$ cat src/rtl/hssl_tx_link_ctrl.sv
// rtl/hssl_tx_link_ctrl.sv - HSSL transmit link controller (comma, handshake, run, clock correction)
module hssl_tx_link_ctrl #(
  parameter int         CLKC_PERIOD   = 1024,
  parameter int         CLKC_LEN      = 2,
  parameter int         HSK_MIN_WORDS = 16,
  parameter logic [7:0] VERSION       = 8'h01
) (
  input  logic        clk,
  input  logic        reset,
  input  logic        local_sync_in,
  input  logic        hsk_rcvd_in,
  input  logic [15:0] idso_in,
  input  logic        stop_in,
  input  logic [31:0] txdata_in,
  input  logic [3:0]  txcharisk_in,
  input  logic        txvld_in,
  output logic        txrdy_out,
  output logic [31:0] tx_data_out,
  output logic [3:0]  tx_charisk_out,
  output logic [1:0]  state_out,
  output logic        handshake_phase_out,
  output logic        handshake_complete_out
);

  localparam int CCW = $clog2(CLKC_PERIOD);
  localparam int HCW = $clog2(HSK_MIN_WORDS + 1);

  localparam logic [CCW-1:0] CC_LAST = CCW'(CLKC_PERIOD - 1);
  localparam logic [CCW-1:0] CC_LEN  = CCW'(CLKC_LEN);
  localparam logic [HCW-1:0] HSK_MIN = HCW'(HSK_MIN_WORDS);

  localparam logic [1:0] ST_COMMA     = 2'b10;
  localparam logic [1:0] ST_HANDSHAKE = 2'b01;
  localparam logic [1:0] ST_RUN       = 2'b00;

  localparam logic [31:0] IDLE_WORD = 32'h5050_50BC;
  localparam logic [3:0]  IDLE_K    = 4'b0001;
  localparam logic [31:0] CLKC_WORD = 32'hF7F7_F7F7;
  localparam logic [3:0]  CLKC_K    = 4'b1111;
  localparam logic [3:0]  HSK_K     = 4'b0001;

  logic [1:0]     state;
  logic [1:0]     next_state;
  logic [CCW-1:0] cc;
  logic [HCW-1:0] hsk_cnt;
  logic           clkc_slot;
  logic           xfer;
  logic           hsk_load;

  assign clkc_slot = (cc < CC_LEN);
  assign txrdy_out = (state == ST_RUN) && !stop_in && !clkc_slot;
  assign xfer      = txvld_in && txrdy_out;
  assign state_out = state;

  // An HSK word is only sent while staying in handshake, so the leaving cycle
  // never emits an extra one beyond the counted minimum.
  assign hsk_load  = (state == ST_HANDSHAKE) && (next_state == ST_HANDSHAKE) && !clkc_slot;

  // Next-state logic; loss of sync always wins, 2'b11 recovers to COMMA.
  always_comb begin
    next_state = ST_COMMA;
    case (state)
      ST_COMMA:     next_state = local_sync_in ? ST_HANDSHAKE : ST_COMMA;
      ST_HANDSHAKE: begin
        if (!local_sync_in)
          next_state = ST_COMMA;
        else if ((hsk_cnt == HSK_MIN) && hsk_rcvd_in)
          next_state = ST_RUN;
        else
          next_state = ST_HANDSHAKE;
      end
      ST_RUN:       next_state = local_sync_in ? ST_RUN : ST_COMMA;
      default:      next_state = ST_COMMA;
    endcase
  end

  // Free-running clock-correction slot counter.
  always_ff @(posedge clk) begin
    if (!reset)
      cc <= '0;
    else if (cc == CC_LAST)
      cc <= '0;
    else
      cc <= cc + 1'b1;
  end

  // State register with registered next-state status decodes.
  always_ff @(posedge clk) begin
    if (!reset) begin
      state                  <= ST_COMMA;
      handshake_phase_out    <= 1'b0;
      handshake_complete_out <= 1'b0;
    end else begin
      state                  <= next_state;
      handshake_phase_out    <= (next_state == ST_HANDSHAKE);
      handshake_complete_out <= (next_state == ST_RUN);
    end
  end

  // Count handshake words sent, saturating at the minimum; cleared outside handshake.
  always_ff @(posedge clk) begin
    if (!reset)
      hsk_cnt <= '0;
    else if (state != ST_HANDSHAKE)
      hsk_cnt <= '0;
    else if (hsk_load && (hsk_cnt != HSK_MIN))
      hsk_cnt <= hsk_cnt + 1'b1;
  end

  // Output word select: clock correction, then accepted frame word, then state word.
  always_ff @(posedge clk) begin
    if (!reset) begin
      tx_data_out    <= IDLE_WORD;
      tx_charisk_out <= IDLE_K;
    end else if (clkc_slot) begin
      tx_data_out    <= CLKC_WORD;
      tx_charisk_out <= CLKC_K;
    end else if (xfer) begin
      tx_data_out    <= txdata_in;
      tx_charisk_out <= txcharisk_in;
    end else if (hsk_load) begin
      tx_data_out    <= {idso_in, VERSION, 8'h7C};
      tx_charisk_out <= HSK_K;
    end else begin
      tx_data_out    <= IDLE_WORD;
      tx_charisk_out <= IDLE_K;
    end
  end

endmodule

$ cat config.mk
export PLATFORM = sky130hd
export DESIGN_NAME = hssl_tx_link_ctrl
export DESIGN_NICKNAME = d
export VERILOG_FILES = /design/src/rtl/hssl_tx_link_ctrl.sv
export SDC_FILE = /design/constraint.sdc
export NUM_CORES = 1
export LEC_CHECK = 0
export CORE_MARGIN = 2
export CORE_UTILIZATION = 35
export DETAILED_ROUTE_END_ITERATION = 10
export PLACE_DENSITY = 0.7
export SYNTH_ARGS = -nofsm -noshare
export SYNTH_HDL_FRONTEND = slang
export SYNTH_SLANG_ARGS = --single-unit
$ cat constraint.sdc
create_clock -name clk -period 4.69 [get_ports clk]
set_clock_uncertainty 0.15 [all_clocks]
set_input_delay 0.7035 -clock clk [delete_from_list [all_inputs] [get_ports clk]]
set_output_delay 0.7035 -clock clk [all_outputs]
set_load 0.05 [all_outputs]
==> results_dict.tcl, run 1 <==
set metrics [dict create \
    grt_max_degree 33 \
    setup-violations-final 0 \
    insertion_delay_ps 300 \
    grt_usage 0.1561 \
    final_util 0.5513 \
    antenna_cells 0 \
    fillers 534 \
    netlist_top_cells_area "dfxtp_1 53%, nor2b_1 5.7%, a221oi_1 4.2%, a21oi_1 3.8%, nand2_1 3.1%" \
    hp-class "flop to flop" \
    avgSynthCellArea_sq_um 9.656 \
    irDropWorstVdd_v 0.0001903 \
    fin_setup_tns_ps 0 \
    wire_per_inst_um 13.44 \
    power_density_nw_per_um2 334.6 \
    numPortBuffers 98 \
    ys_seq_area_frac 0.5279 \
    nets 371 \
    yosys.area.top_type "dfxtp_1" \
    die_area_sq_um 6593 \
    drc 0 \
    period_share 0.7489 \
    path_depth 4 \
    routabilityCongestion 0.7798 \
    ff2ff_setup_slack_ps 2310 \
    postCtsSetupRepairBufs 0 \
    cts_resized 0 \
    synth_top_area_frac 0.5279 \
    antenna_found_initial 0 \
    maxCapViolCount 0 \
    synth_most_common_cell "dfxtp_1" \
    synth_xor_xnor_area_share 0.02939 \
    critPathMaxFanout 6 \
    num_io_pins 99 \
    grt_pass1_wl_um 7948 \
    synth_fp_nets 277 \
    drt_first_pass_iters 4 \
    power_leakage_nw 1.202 \
    multi_input_area_sq_um 910.9 \
    status "finished, final reports clean" \
    hold_viol 0 \
    crit_type "flop to output port" \
    post_synth_mux_area_share 0 \
    seq_area_sq_um 1101 \
    slowest_delay_ps 690 \
    wl_um 5187 \
    first_global_vias 1702 \
    drt_iter0_drc 34 \
    synth_compound_area_frac 0.1458 \
    synthSimpleGateAreaFrac 0.2436 \
    fmax_mhz 284.7 \
    relSlewSlack 0.2227 \
    synthCells 216 \
    tightest_slew_ps 1166 \
    clk_pin_slew_ps 100 \
    syn_area_sq_um 2086 \
    rows 28 \
    cts_root_buf "clkbuf_8" \
    crit_path_cell_trace "or4_4 -> or4_4 -> and2_2 -> clkdlybuf4s50_1" \
    slew_violations 0 \
    rsz0062_at_grt "false" \
    synth_edf_count 0 \
    critPathBufInv 1 \
    cp-end-kind "output port" \
    path_delay_family "simple AND/OR/NAND/NOR gates" \
    ff2ff_path_depth 6 \
    crit_required_ps 3840 \
    synth_top_family_by_area "simple AND/OR/NAND/NOR gates" \
    slowest_stage "clkdlybuf4s50_1" \
    fp.dieH_um 81.20 \
    yosys_warnings 0 \
    layout-drive-gt1-share 0.05145 \
    overflow 0 \
    htreeDepth 2 \
    critPathMostFrequentCell "or4_4" \
    finalCriticalPeriod_ps 3512 \
    core_sq_um 5851 \
    synth_fa_ha_area_frac 0.01800 \
    synthFlopType "dfxtp_1" \
    cts_hold_buf 0 \
    yosysUniqueCellTypes 39 \
    tritoncts "built" \
    synth_seq_cells 55 \
    clockBufferDepth 2 \
    cts.sinks 55 \
    area_delta_synth_final_pct 54.65 \
    avgViaCountPerCell 4.764 \
    arrival_ps 2660 \
    die_width_um 81.20 \
    cts_buffers 5 \
    synth_common_cells "55 x dfxtp_1, 19 x nor2b_1, 17 x nand2_1, 16 x a21oi_1, 12 x nor2_1" \
    via_count 1839 \
    hpwl_um 3715 \
    drt.antenna.violating_nets 0 \
    startpoint_type "flop" \
    whs_path_depth 1 \
    ys_async_sr_fraction 0 \
    start_util 0.3565 \
]
state kept, by name (all words and copies together), names as in the netlist:
signal	flops
cc	10
handshake_complete_out	1
handshake_phase_out	1
hsk_cnt	5
state_out	2
tx_charisk_out	4
tx_data_out	32
power breakdown:
group	total, mW	internal (mW)	switching, mW
clock	0.320	0.162	0.158
combinational	0.256	0.110	0.145
sequential	0.504	0.494	0.00983
cell type report:
cell class	instances	share of cell area
Timing Repair Buffer	99	0.3064
Tap cell	75	0.02909
Inverter	4	0.004655
Multi-Input combinational cell	145	0.2824
Clock inverter	3	0.01474
Clock buffer	5	0.02133
Sequential cell	55	0.3414
cells by family after synthesis:
kind of cell / after synthesis
compound gates: 48
xor+xnor: 7
fa+ha+maj: 3
buf+inv: 16
flops: 55
simple gates: 87
routing by layer:
metal / vias up / routed length, um / share of wire / GRT usage
met4: 0 / 76 / 0.015 / 0.05593
met1: 826 / 2297 / 0.44 / 0.1914
met5: - / 0 / 0 / 0
met3: 6 / 374 / 0.072 / 0.04778
li1: 946 / - / - / -
met2: 61 / 2438 / 0.47 / 0.2587
path summary, 6_finish.rpt:
check	endpoint	from
worst max-delay path	txrdy_out	cc[6]$_SDFF_PP0_
worst min-delay path	cc[0]$_SDFF_PP0_	cc[0]$_SDFF_PP0_
worst max register to register	tx_data_out[16]$_SDFF_PN0_	hsk_cnt[0]$_SDFFE_PP0P_
worst min register to register	cc[0]$_SDFF_PP0_	cc[0]$_SDFF_PP0_
per-stage QoR:
| step | setup WS [ps] | total power [mW] | area [sq um] | hold WS, ps | cells |
|---|---|---|---|---|---|
| after floorplan | 2160 | 0.6627 | 2086 | 276.1 | 216 |
| after global placement | 1497 | 0.7702 | 3109 | 296.6 | 378 |
| after detailed placement | 1466 | 0.7721 | 3109 | 304.4 | 378 |
| after CTS | 1163 | 1.091 | 3226 | 329.1 | 386 |
| after global routing | 1114 | 1.122 | 3226 | 375.4 | 386 |
| final | 1178 | 1.079 | 3226 | 325.8 | 386 |
placed cells by master (no fill, tap or decap), types with 3 or more instances in the layout:
master,n
clkdlybuf4s50_1,98
a21oi_1,16
xnor2_1,3
inv_1,4
o21ai_0,9
nand2_1,17
nand3_1,6
and2_1,5
clkbuf_8,5
a21boi_0,3
or3_1,7
dfxtp_1,55
nor2b_1,19
nand4_1,4
nor2_1,12
xor2_1,4
o22ai_1,4
ha_1,3
and3_1,3
a221oi_1,10
(Power assumes the default switching activity.)
==> run 2, diff against run 1 <==
- PLACE_DENSITY: 0.7 -> 0.73
- clock period: 4.69 -> 2.9 ns (I/O delays scaled with it)
==> run 2 against run 1 <==
Clock power is 86% higher. Cell count is 0.78% higher. Core utilization is 0.68 points higher. Setup slack worse by 1000 ps. First-iteration DRC count grew to 3.0 times the previous value. Critical path depth stayed put. Critical endpoint unchanged. Largest cell class unchanged.
==> results_dict.tcl, run 2 (same netlist as run 1, synthesis figures left out) <==
set metrics [dict create \
    critPathMaxFanout 6 \
    largest_reg_flops 32 \
    final_cell_mix "97 x clkdlybuf4s50_1, 55 x dfxtp_1, 19 x nor2b_1" \
    drt.antenna.violating_nets 0 \
    power_density_nw_per_um2 559.4 \
    hold_viol 0 \
    tightest_slew_ps 522.2 \
    dp_cells 381 \
    top_register "tx_data_out" \
    via_count 1902 \
    fillers 504 \
    whs_path_depth 1 \
    area_delta_synth_final_pct 56.57 \
    arrival_ps 2150 \
    cts.sinks 55 \
    routabilityCongestion 0.7559 \
    start_util 0.3565 \
    num_io_pins 99 \
    grt_util_met1 0.1982 \
    relSlewSlack 0.6508 \
    stdcell_area_sq_um 3266 \
    cts_resized 0 \
    final_common_cell "clkdlybuf4s50_1" \
    antenna_cells 0 \
    hold-worst-slack_ps 319.9 \
    antenna_found_initial 0 \
    startpoint_type "flop" \
    maxCapViolCount 0 \
    crit_required_ps 2320 \
    drt_first_pass_iters 4 \
    clk_pin_slew_ps 100 \
    die_area_sq_um 6593 \
    crit_type "flop to output port" \
    total_power_mw 1.827 \
    final_util 0.5582 \
    ff2ff_path_depth 5 \
    grt_busiest_layer "met2" \
    reg_top3 "tx_data_out x32, cc x10, hsk_cnt x5" \
    grt_pass1_wl_um 8211 \
    postCtsSetupRepairBufs 0 \
    first_global_vias 1740 \
    numPortBuffers 98 \
    core_sq_um 5851 \
    worstReg2RegEnd "tx_data_out[6]$_SDFF_PN0_" \
    dp_worst_setup_slack_ps 500.3 \
    ff2ff_setup_slack_ps 750 \
    rsz0062_at_grt "false" \
    grt_max_degree 33 \
    finalWorstSetupSlack_ps 162.4 \
    power_leakage_nw 1.225 \
    finalCriticalPeriod_ps 2738 \
    seq_area_sq_um 1101 \
    grt_usage 0.1608 \
    slew_violations 0 \
    met2_usage 0.2752 \
    hp-class "flop to flop" \
    overflow 0 \
    cts_buffers 5 \
    drc 0 \
    multi_input_area_sq_um 910.9 \
    avgViaCountPerCell 4.889 \
    cp-end-kind "output port" \
    fp.dieH_um 81.20 \
    htreeDepth 2 \
    drt_iter0_drc 101 \
    r2r-start "cc[5]$_SDFF_PP0_" \
    setup-violations-final 0 \
    fmax_mhz 365.3 \
    fin_setup_tns_ps 0 \
    die_width_um 81.20 \
    fin_cells 389 \
    insertion_delay_ps 310 \
    status "finished, final reports clean" \
    tritoncts "built" \
    cts_root_buf "clkbuf_8" \
    rows 28 \
    min_to "cc[0]$_SDFF_PP0_" \
    wire_per_inst_um 13.66 \
    nets 374 \
    hpwl_um 3800 \
    layout-drive-gt1-share 0.06369 \
    postPlaceCellArea_sq_um 3129 \
    min_from "cc[0]$_SDFF_PP0_" \
    irDropWorstVdd_v 0.0002406 \
    grt_use_met3 0.04778 \
    period_share 0.9440 \
    wl_um 5312 \
    cts_hold_buf 0 \
    clockBufferDepth 2 \
]
run 2: cell types whose count changed in the layout (fill, tap and decap cells not counted):
cell / previous run / this run
buf_4: 1 / 5
bufinv_16: 1 / 2
clkdlybuf4s50_1: 98 / 97
clkinv_4: 1 / 0
clkinvlp_4: 0 / 1
inv_6: 1 / 0
run 2: report_power, final:
part / switching [mW] / leakage (nW) / internal [mW]
Clock: 0.250 / 0.0644 / 0.344
Combinational: 0.239 / 0.708 / 0.180
Sequential: 0.0150 / 0.453 / 0.799
run 2: final cells by class:
cell class,instances,area share
inverters,4,0.004598
well taps,75,0.02874
repair buffers,102,0.3088
flip-flops and latches,55,0.3372
clock inverters,3,0.02069
clock buffers,5,0.02107
multi-input cells,145,0.2789
run 2: per-layer routing:
layer / wire (um) / share of wire
met4: 42 / 0.0079
met3: 359 / 0.068
met1: 2360 / 0.44
met5: 0 / 0
met2: 2549 / 0.48
run 2: how the worst max path moves through the flow:
stage,endpoint,cells after the start,startpoint
6_report,txrdy_out,4,cc[5]$_SDFF_PP0_
5_1_grt,txrdy_out,4,cc[6]$_SDFF_PP0_
4_1_cts,txrdy_out,4,cc[5]$_SDFF_PP0_
3_5_place_dp,txrdy_out,4,cc[6]$_SDFF_PP0_
3_3_place_gp,txrdy_out,4,cc[6]$_SDFF_PP0_
2_1_floorplan,txrdy_out,3,cc[5]$_SDFF_PP0_
run 2: worst max-delay path, stage by stage (launching register included):
cell and delay (ps):
dfxtp_1 360, or4_4 560, or4_4 540, and2_2 190
buf_4 180
